--- src/rtl/force_wb_collector.sv ---
// Buffers per-accumulator force results in small FIFOs and serializes them
// round-robin into one registered ready/valid write-back stream.
module force_wb_collector #(
    parameter int unsigned DATA_WIDTH        = 32,
    parameter int unsigned PARTICLE_ID_WIDTH = 20,
    parameter int unsigned CELL_ID_WIDTH     = 3,
    parameter int unsigned ID_WIDTH          = 3*CELL_ID_WIDTH + PARTICLE_ID_WIDTH,
    parameter int unsigned NUM_ACC           = 7,
    parameter int unsigned FIFO_DEPTH        = 4,
    parameter int unsigned CNT_WIDTH         = 16
) (
    input  logic                           clk,
    input  logic                           rst,
    input  logic [NUM_ACC-1:0]             in_acc_valid,
    input  logic [NUM_ACC*ID_WIDTH-1:0]    in_acc_id,
    input  logic [NUM_ACC*DATA_WIDTH-1:0]  in_acc_force_x,
    input  logic [NUM_ACC*DATA_WIDTH-1:0]  in_acc_force_y,
    input  logic [NUM_ACC*DATA_WIDTH-1:0]  in_acc_force_z,
    input  logic                           in_clear_overflow,
    input  logic                           in_wb_ready,
    output logic                           out_wb_valid,
    output logic [ID_WIDTH-1:0]            out_wb_id,
    output logic [DATA_WIDTH-1:0]          out_wb_force_x,
    output logic [DATA_WIDTH-1:0]          out_wb_force_y,
    output logic [DATA_WIDTH-1:0]          out_wb_force_z,
    output logic [2:0]                     out_wb_src,
    output logic [NUM_ACC-1:0]             out_overflow,
    output logic [CNT_WIDTH-1:0]           out_wb_count,
    output logic                           out_idle
);

    localparam int unsigned ENTRY_W = ID_WIDTH + 3*DATA_WIDTH;
    localparam int unsigned PTR_W   = (FIFO_DEPTH > 1) ? $clog2(FIFO_DEPTH) : 1;
    localparam int unsigned FCNT_W  = PTR_W + 1;
    localparam int unsigned SRC_W   = 3;

    logic [ENTRY_W-1:0] mem       [NUM_ACC][FIFO_DEPTH];
    logic [ENTRY_W-1:0] push_data [NUM_ACC];
    logic [PTR_W-1:0]   wr_ptr    [NUM_ACC];
    logic [PTR_W-1:0]   rd_ptr    [NUM_ACC];
    logic [FCNT_W-1:0]  fifo_cnt  [NUM_ACC];
    logic [FCNT_W-1:0]  cnt_nxt   [NUM_ACC];

    logic [NUM_ACC-1:0] nonempty;
    logic [NUM_ACC-1:0] push;
    logic [NUM_ACC-1:0] pop;
    logic [NUM_ACC-1:0] drop;
    logic [SRC_W-1:0]   arb_ptr;
    logic [SRC_W-1:0]   grant;
    logic [SRC_W-1:0]   scan_idx;
    logic [ENTRY_W-1:0] head_data;
    logic               any_head;
    logic               load;
    logic               valid_nxt;
    logic               all_empty_nxt;

    // Unpack channel inputs into FIFO entries, id in the MSBs.
    always_comb begin
        for (int k = 0; k < int'(NUM_ACC); k++) begin
            push_data[k] = {in_acc_id[k*ID_WIDTH +: ID_WIDTH],
                            in_acc_force_x[k*DATA_WIDTH +: DATA_WIDTH],
                            in_acc_force_y[k*DATA_WIDTH +: DATA_WIDTH],
                            in_acc_force_z[k*DATA_WIDTH +: DATA_WIDTH]};
            nonempty[k]  = (fifo_cnt[k] != '0);
        end
    end

    // Round-robin search starting one past the last grant.
    always_comb begin
        grant    = '0;
        any_head = 1'b0;
        scan_idx = '0;
        for (int i = 1; i <= int'(NUM_ACC); i++) begin
            scan_idx = SRC_W'((int'(arb_ptr) + i) % int'(NUM_ACC));
            if (!any_head && nonempty[scan_idx]) begin
                grant    = scan_idx;
                any_head = 1'b1;
            end
        end
    end

    assign load      = !out_wb_valid || in_wb_ready;
    assign valid_nxt = load ? any_head : out_wb_valid;
    assign head_data = mem[grant][rd_ptr[grant]];
    assign pop       = (load && any_head) ? (NUM_ACC'(1) << grant) : '0;

    // A full FIFO still accepts a push when its head leaves in the same cycle.
    always_comb begin
        push          = '0;
        drop          = '0;
        all_empty_nxt = 1'b1;
        for (int k = 0; k < int'(NUM_ACC); k++) begin
            push[k] = in_acc_valid[k] && ((fifo_cnt[k] != FCNT_W'(FIFO_DEPTH)) || pop[k]);
            drop[k] = in_acc_valid[k] && (fifo_cnt[k] == FCNT_W'(FIFO_DEPTH)) && !pop[k];
            case ({push[k], pop[k]})
                2'b10:   cnt_nxt[k] = fifo_cnt[k] + FCNT_W'(1);
                2'b01:   cnt_nxt[k] = fifo_cnt[k] - FCNT_W'(1);
                default: cnt_nxt[k] = fifo_cnt[k];
            endcase
            if (cnt_nxt[k] != '0) begin
                all_empty_nxt = 1'b0;
            end
        end
    end

    always_ff @(posedge clk) begin
        for (int k = 0; k < int'(NUM_ACC); k++) begin
            if (push[k]) begin
                mem[k][wr_ptr[k]] <= push_data[k];
            end
        end
    end

    always_ff @(posedge clk or negedge rst) begin
        if (!rst) begin
            for (int k = 0; k < int'(NUM_ACC); k++) begin
                wr_ptr[k]   <= '0;
                rd_ptr[k]   <= '0;
                fifo_cnt[k] <= '0;
            end
        end else begin
            for (int k = 0; k < int'(NUM_ACC); k++) begin
                if (push[k]) begin
                    wr_ptr[k] <= wr_ptr[k] + PTR_W'(1);
                end
                if (pop[k]) begin
                    rd_ptr[k] <= rd_ptr[k] + PTR_W'(1);
                end
                fifo_cnt[k] <= cnt_nxt[k];
            end
        end
    end

    // Output register, arbiter pointer, status flags.
    always_ff @(posedge clk or negedge rst) begin
        if (!rst) begin
            out_wb_valid   <= 1'b0;
            out_wb_id      <= '0;
            out_wb_force_x <= '0;
            out_wb_force_y <= '0;
            out_wb_force_z <= '0;
            out_wb_src     <= '0;
            arb_ptr        <= SRC_W'(NUM_ACC - 1);
            out_overflow   <= '0;
            out_wb_count   <= '0;
            out_idle       <= 1'b1;
        end else begin
            if (load) begin
                out_wb_valid <= any_head;
                if (any_head) begin
                    {out_wb_id, out_wb_force_x, out_wb_force_y, out_wb_force_z} <= head_data;
                    out_wb_src <= grant;
                    arb_ptr    <= grant;
                end
            end
            if (out_wb_valid && in_wb_ready) begin
                out_wb_count <= out_wb_count + CNT_WIDTH'(1);
            end
            out_overflow <= drop | (in_clear_overflow ? '0 : out_overflow);
            out_idle     <= all_empty_nxt && !valid_nxt;
        end
    end

endmodule
--- config.mk ---
export PLATFORM = sky130hd
export DESIGN_NAME = force_wb_collector
export DESIGN_NICKNAME = d
export VERILOG_FILES = /design/src/rtl/force_wb_collector.sv
export SDC_FILE = /design/constraint.sdc
export NUM_CORES = 2
export LEC_CHECK = 0
export CAP_MARGIN = 20
export CELL_PAD_IN_SITES_DETAIL_PLACEMENT = 0
export CELL_PAD_IN_SITES_GLOBAL_PLACEMENT = 2
export CORE_AREA = 8 8 604 844
export DETAILED_ROUTE_END_ITERATION = 7
export DIE_AREA = 0 0 612 852
export GPL_TIMING_DRIVEN = 1
export PLACE_DENSITY_LB_ADDON = 0.12
export SLEW_MARGIN = 20
export SYNTH_ARGS = -nofsm -noshare
export SYNTH_HDL_FRONTEND = slang
export SYNTH_SLANG_ARGS = --single-unit
--- constraint.sdc ---
create_clock -name clk -period 20.6 [get_ports clk]
set_input_delay 6.18 -clock clk [delete_from_list [all_inputs] [get_ports clk]]
set_output_delay 6.18 -clock clk [all_outputs]
set_load 0.02 [all_outputs]
==> impl_metrics.json <==
{
  "numCtsBuffers": 392,
  "multiInputGateArea_um2": 35500,
  "final_common_cell": "edfxtp_1",
  "cts_tree": "yes",
  "wl_um": 618000,
  "drcViolationCount": 0,
  "cp.depth": 28,
  "drtIter0Drc": 8501,
  "worstSetupEndpointType": "flop",
  "timing.critical_path.slowest_stage_cell": "buf_4",
  "slew_headroom_pct": 22.7,
  "via_count": 95900,
  "worstReg2RegEnd": "out_wb_force_y[31]",
  "num-fill-cells": 47600,
  "tightest_slew_ns": 1.15,
  "dieHeight_um": 852,
  "synth_seq_cells": 3704,
  "coreArea_um2": 497000,
  "cap_viol_max_count": 0,
  "antenna_found_initial": 212,
  "cpMostUsedCell": "buf_4",
  "cp_max_fo": 58,
  "clock_path_buffers": 4,
  "cp-startpoint": "arb_ptr[1]",
  "ctsResizeCount": 0,
  "io_pins": 1039,
  "cts.sinks": 3704,
  "ff2ff_path_depth": 28,
  "critical_path_class": "flop to flop",
  "rsz0062_at_grt": "false",
  "clock_skew_ns": 0.0549,
  "clock_latency_ns": 1.00,
  "row_count": 307,
  "drv_slew": 0,
  "hold_violations": 0,
  "synth_edf_count": 3500,
  "syn_to_final_growth_pct": 21.0,
  "first_global_vias": 96500,
  "dp_hpwl_um": 406000,
  "synth.avg_cell_area_um2": 14.5,
  "drive_gt1_share_pct": 8.91,
  "path_clk_slew_ns": 0.06,
  "ys_types": 104,
  "ys.flop_type": "edfxtp_1",
  "place.gp.congestion": 0.796,
  "syn_inst": 10200,
  "ant_nets": 0,
  "grt_pass1_wl_um": 837000,
  "grt_usage_pct": 22.8,
  "grt_max_degree": 141,
  "cts-root-buf": "clkbuf_16",
  "status": "finished clean",
  "r2r_slack_ns": 9.52,
  "rr_startpoint": "arb_ptr[1]",
  "fin_tns_setup_ns": 0,
  "path_delay_family": "buffers and inverters",
  "grt_remaining_overflow": 0,
  "fmax_mhz": 90.3,
  "min_path_type": "flop to flop",
  "die_w_um": 612,
  "setup_violations": 0,
  "initial_core_util_pct": 29.9,
  "post-cts-setup-buffers": 0,
  "synth_async_sr_flop_share_pct": 5.51,
  "post-route-min-period_ns": 11.08,
  "arrival_ns": 11.96,
  "dieArea_um2": 521000,
  "htree_levels": 5,
  "crit_end": "out_wb_force_y[31]",
  "worst_ep_required_time_ns": 21.48,
  "final_cell_mix": "edfxtp_1, nand2_1, clkdlybuf4s50_1, nor2_1, mux2i_1",
  "cts_hold_buf": 0,
  "synth_warnings": 0,
  "dpl_worst_slack_ns": 9.14,
  "slowest_delay_ns": 0.74,
  "io_buffers": 1038,
  "syn_nets": 11200,
  "wire_per_inst_um": 33.9,
  "dr.pass1.iters": 6,
  "fin_nets": 12100,
  "setup_slack_ns": 9.52,
  "start_kind": "flop",
  "syn-cell-area_um2": 149000,
  "seqCellArea_um2": 110000,
  "via_per_inst": 5.26,
  "crit_buf_inv": 8,
  "min_period_over_period_pct": 53.8,
  "synth-seq-area-share_pct": 74.1
}
[cells in the mapped netlist (all sizes together) (61+ instances only)]
cell | instances | area (um^2)
a31oi | 362 | 2260
a221oi | 87 | 768
and3 | 375 | 2350
or3 | 84 | 526
o311ai | 68 | 596
inv | 72 | 270
nor4 | 68 | 425
mux2 | 62 | 698
buf | 250 | 1260
o211a | 63 | 631
dfrtp | 201 | 5030
clkbuf | 456 | 1710
nor2 | 506 | 1910
mux2i | 487 | 4880
nand3 | 65 | 330
a221o | 65 | 651
o22ai | 65 | 407
a311oi | 264 | 2310
mux4 | 61 | 1370
nand2 | 2198 | 8250
a21oi | 266 | 1330
edfxtp | 3500 | 105000
[worst min-delay path by stage]
stage	start	endpoint	depth (start not counted)
global placement	out_wb_count[15]	out_wb_count[15]	1
finish	out_wb_count[15]	out_wb_count[15]	1
floorplan	rd_ptr[13]	rd_ptr[13]	1
global route	rd_ptr[9]	rd_ptr[9]	1
CTS	out_wb_count[15]	out_wb_count[15]	1
detailed placement	out_wb_count[15]	out_wb_count[15]	1
[per-stage QoR]
stage          util [%]  cells  cell area [um^2]  hold WS [ns]
2_1_floorplan         -  10200            149000         0.444
3_3_place_gp       33.5  17400            167000         0.458
3_5_place_dp       33.5  17400            167000         0.461
4_1_cts            36.1  18200            180000         0.472
5_1_grt            36.1  18200            180000         0.491
6_report           36.2  18200            180000         0.464
[state kept, by name, indices dropped and copies added, names as in the netlist]
name            cells
arb_ptr             2
fifo_cnt           21
mem              3500
out_idle            1
out_overflow        7
out_wb_count       16
out_wb_force_x     32
out_wb_force_y     32
out_wb_force_z     32
out_wb_id          29
out_wb_src          3
out_wb_valid        1
rd_ptr             14
wr_ptr             14
[logic make-up after synthesis]
group	count (synthesis)	share of synthesized area, %
buffers and inverters	778	2.18
XOR/XNOR	65	0.393
adder cells (fa/ha/maj)	65	0.582
multiplexers	610	4.68
AND/OR/NAND/NOR	3434	9.90
AO/OA/AOI/OAI	1585	8.14
flip-flops	3704	74.1
[final cells by class]
class	count	share of cell area (%)
Clock buffer	500	5.85
Tap cell	6643	4.62
Timing Repair Buffer	1265	6.85
Clock inverter	230	1.42
Multi-Input combinational cell	5759	19.8
Inverter	72	0.150
Sequential cell	3704	61.3
Antenna cell	53	0.0737
[layer usage]
| layer | part of all wire, % | vias to the layer above | global-route usage (%) |
|---|---|---|---|
| li1 | - | 41100 | - |
| met4 | 2.3 | 128 | 4.73 |
| met2 | 50 | 3263 | 40.0 |
| met1 | 41 | 50600 | 29.4 |
| met5 | 0.13 | - | 0 |
| met3 | 6.2 | 773 | 4.28 |
Power is not shown: default switching activity piles up to over one toggle a cycle in this logic, so the estimate is an artifact.
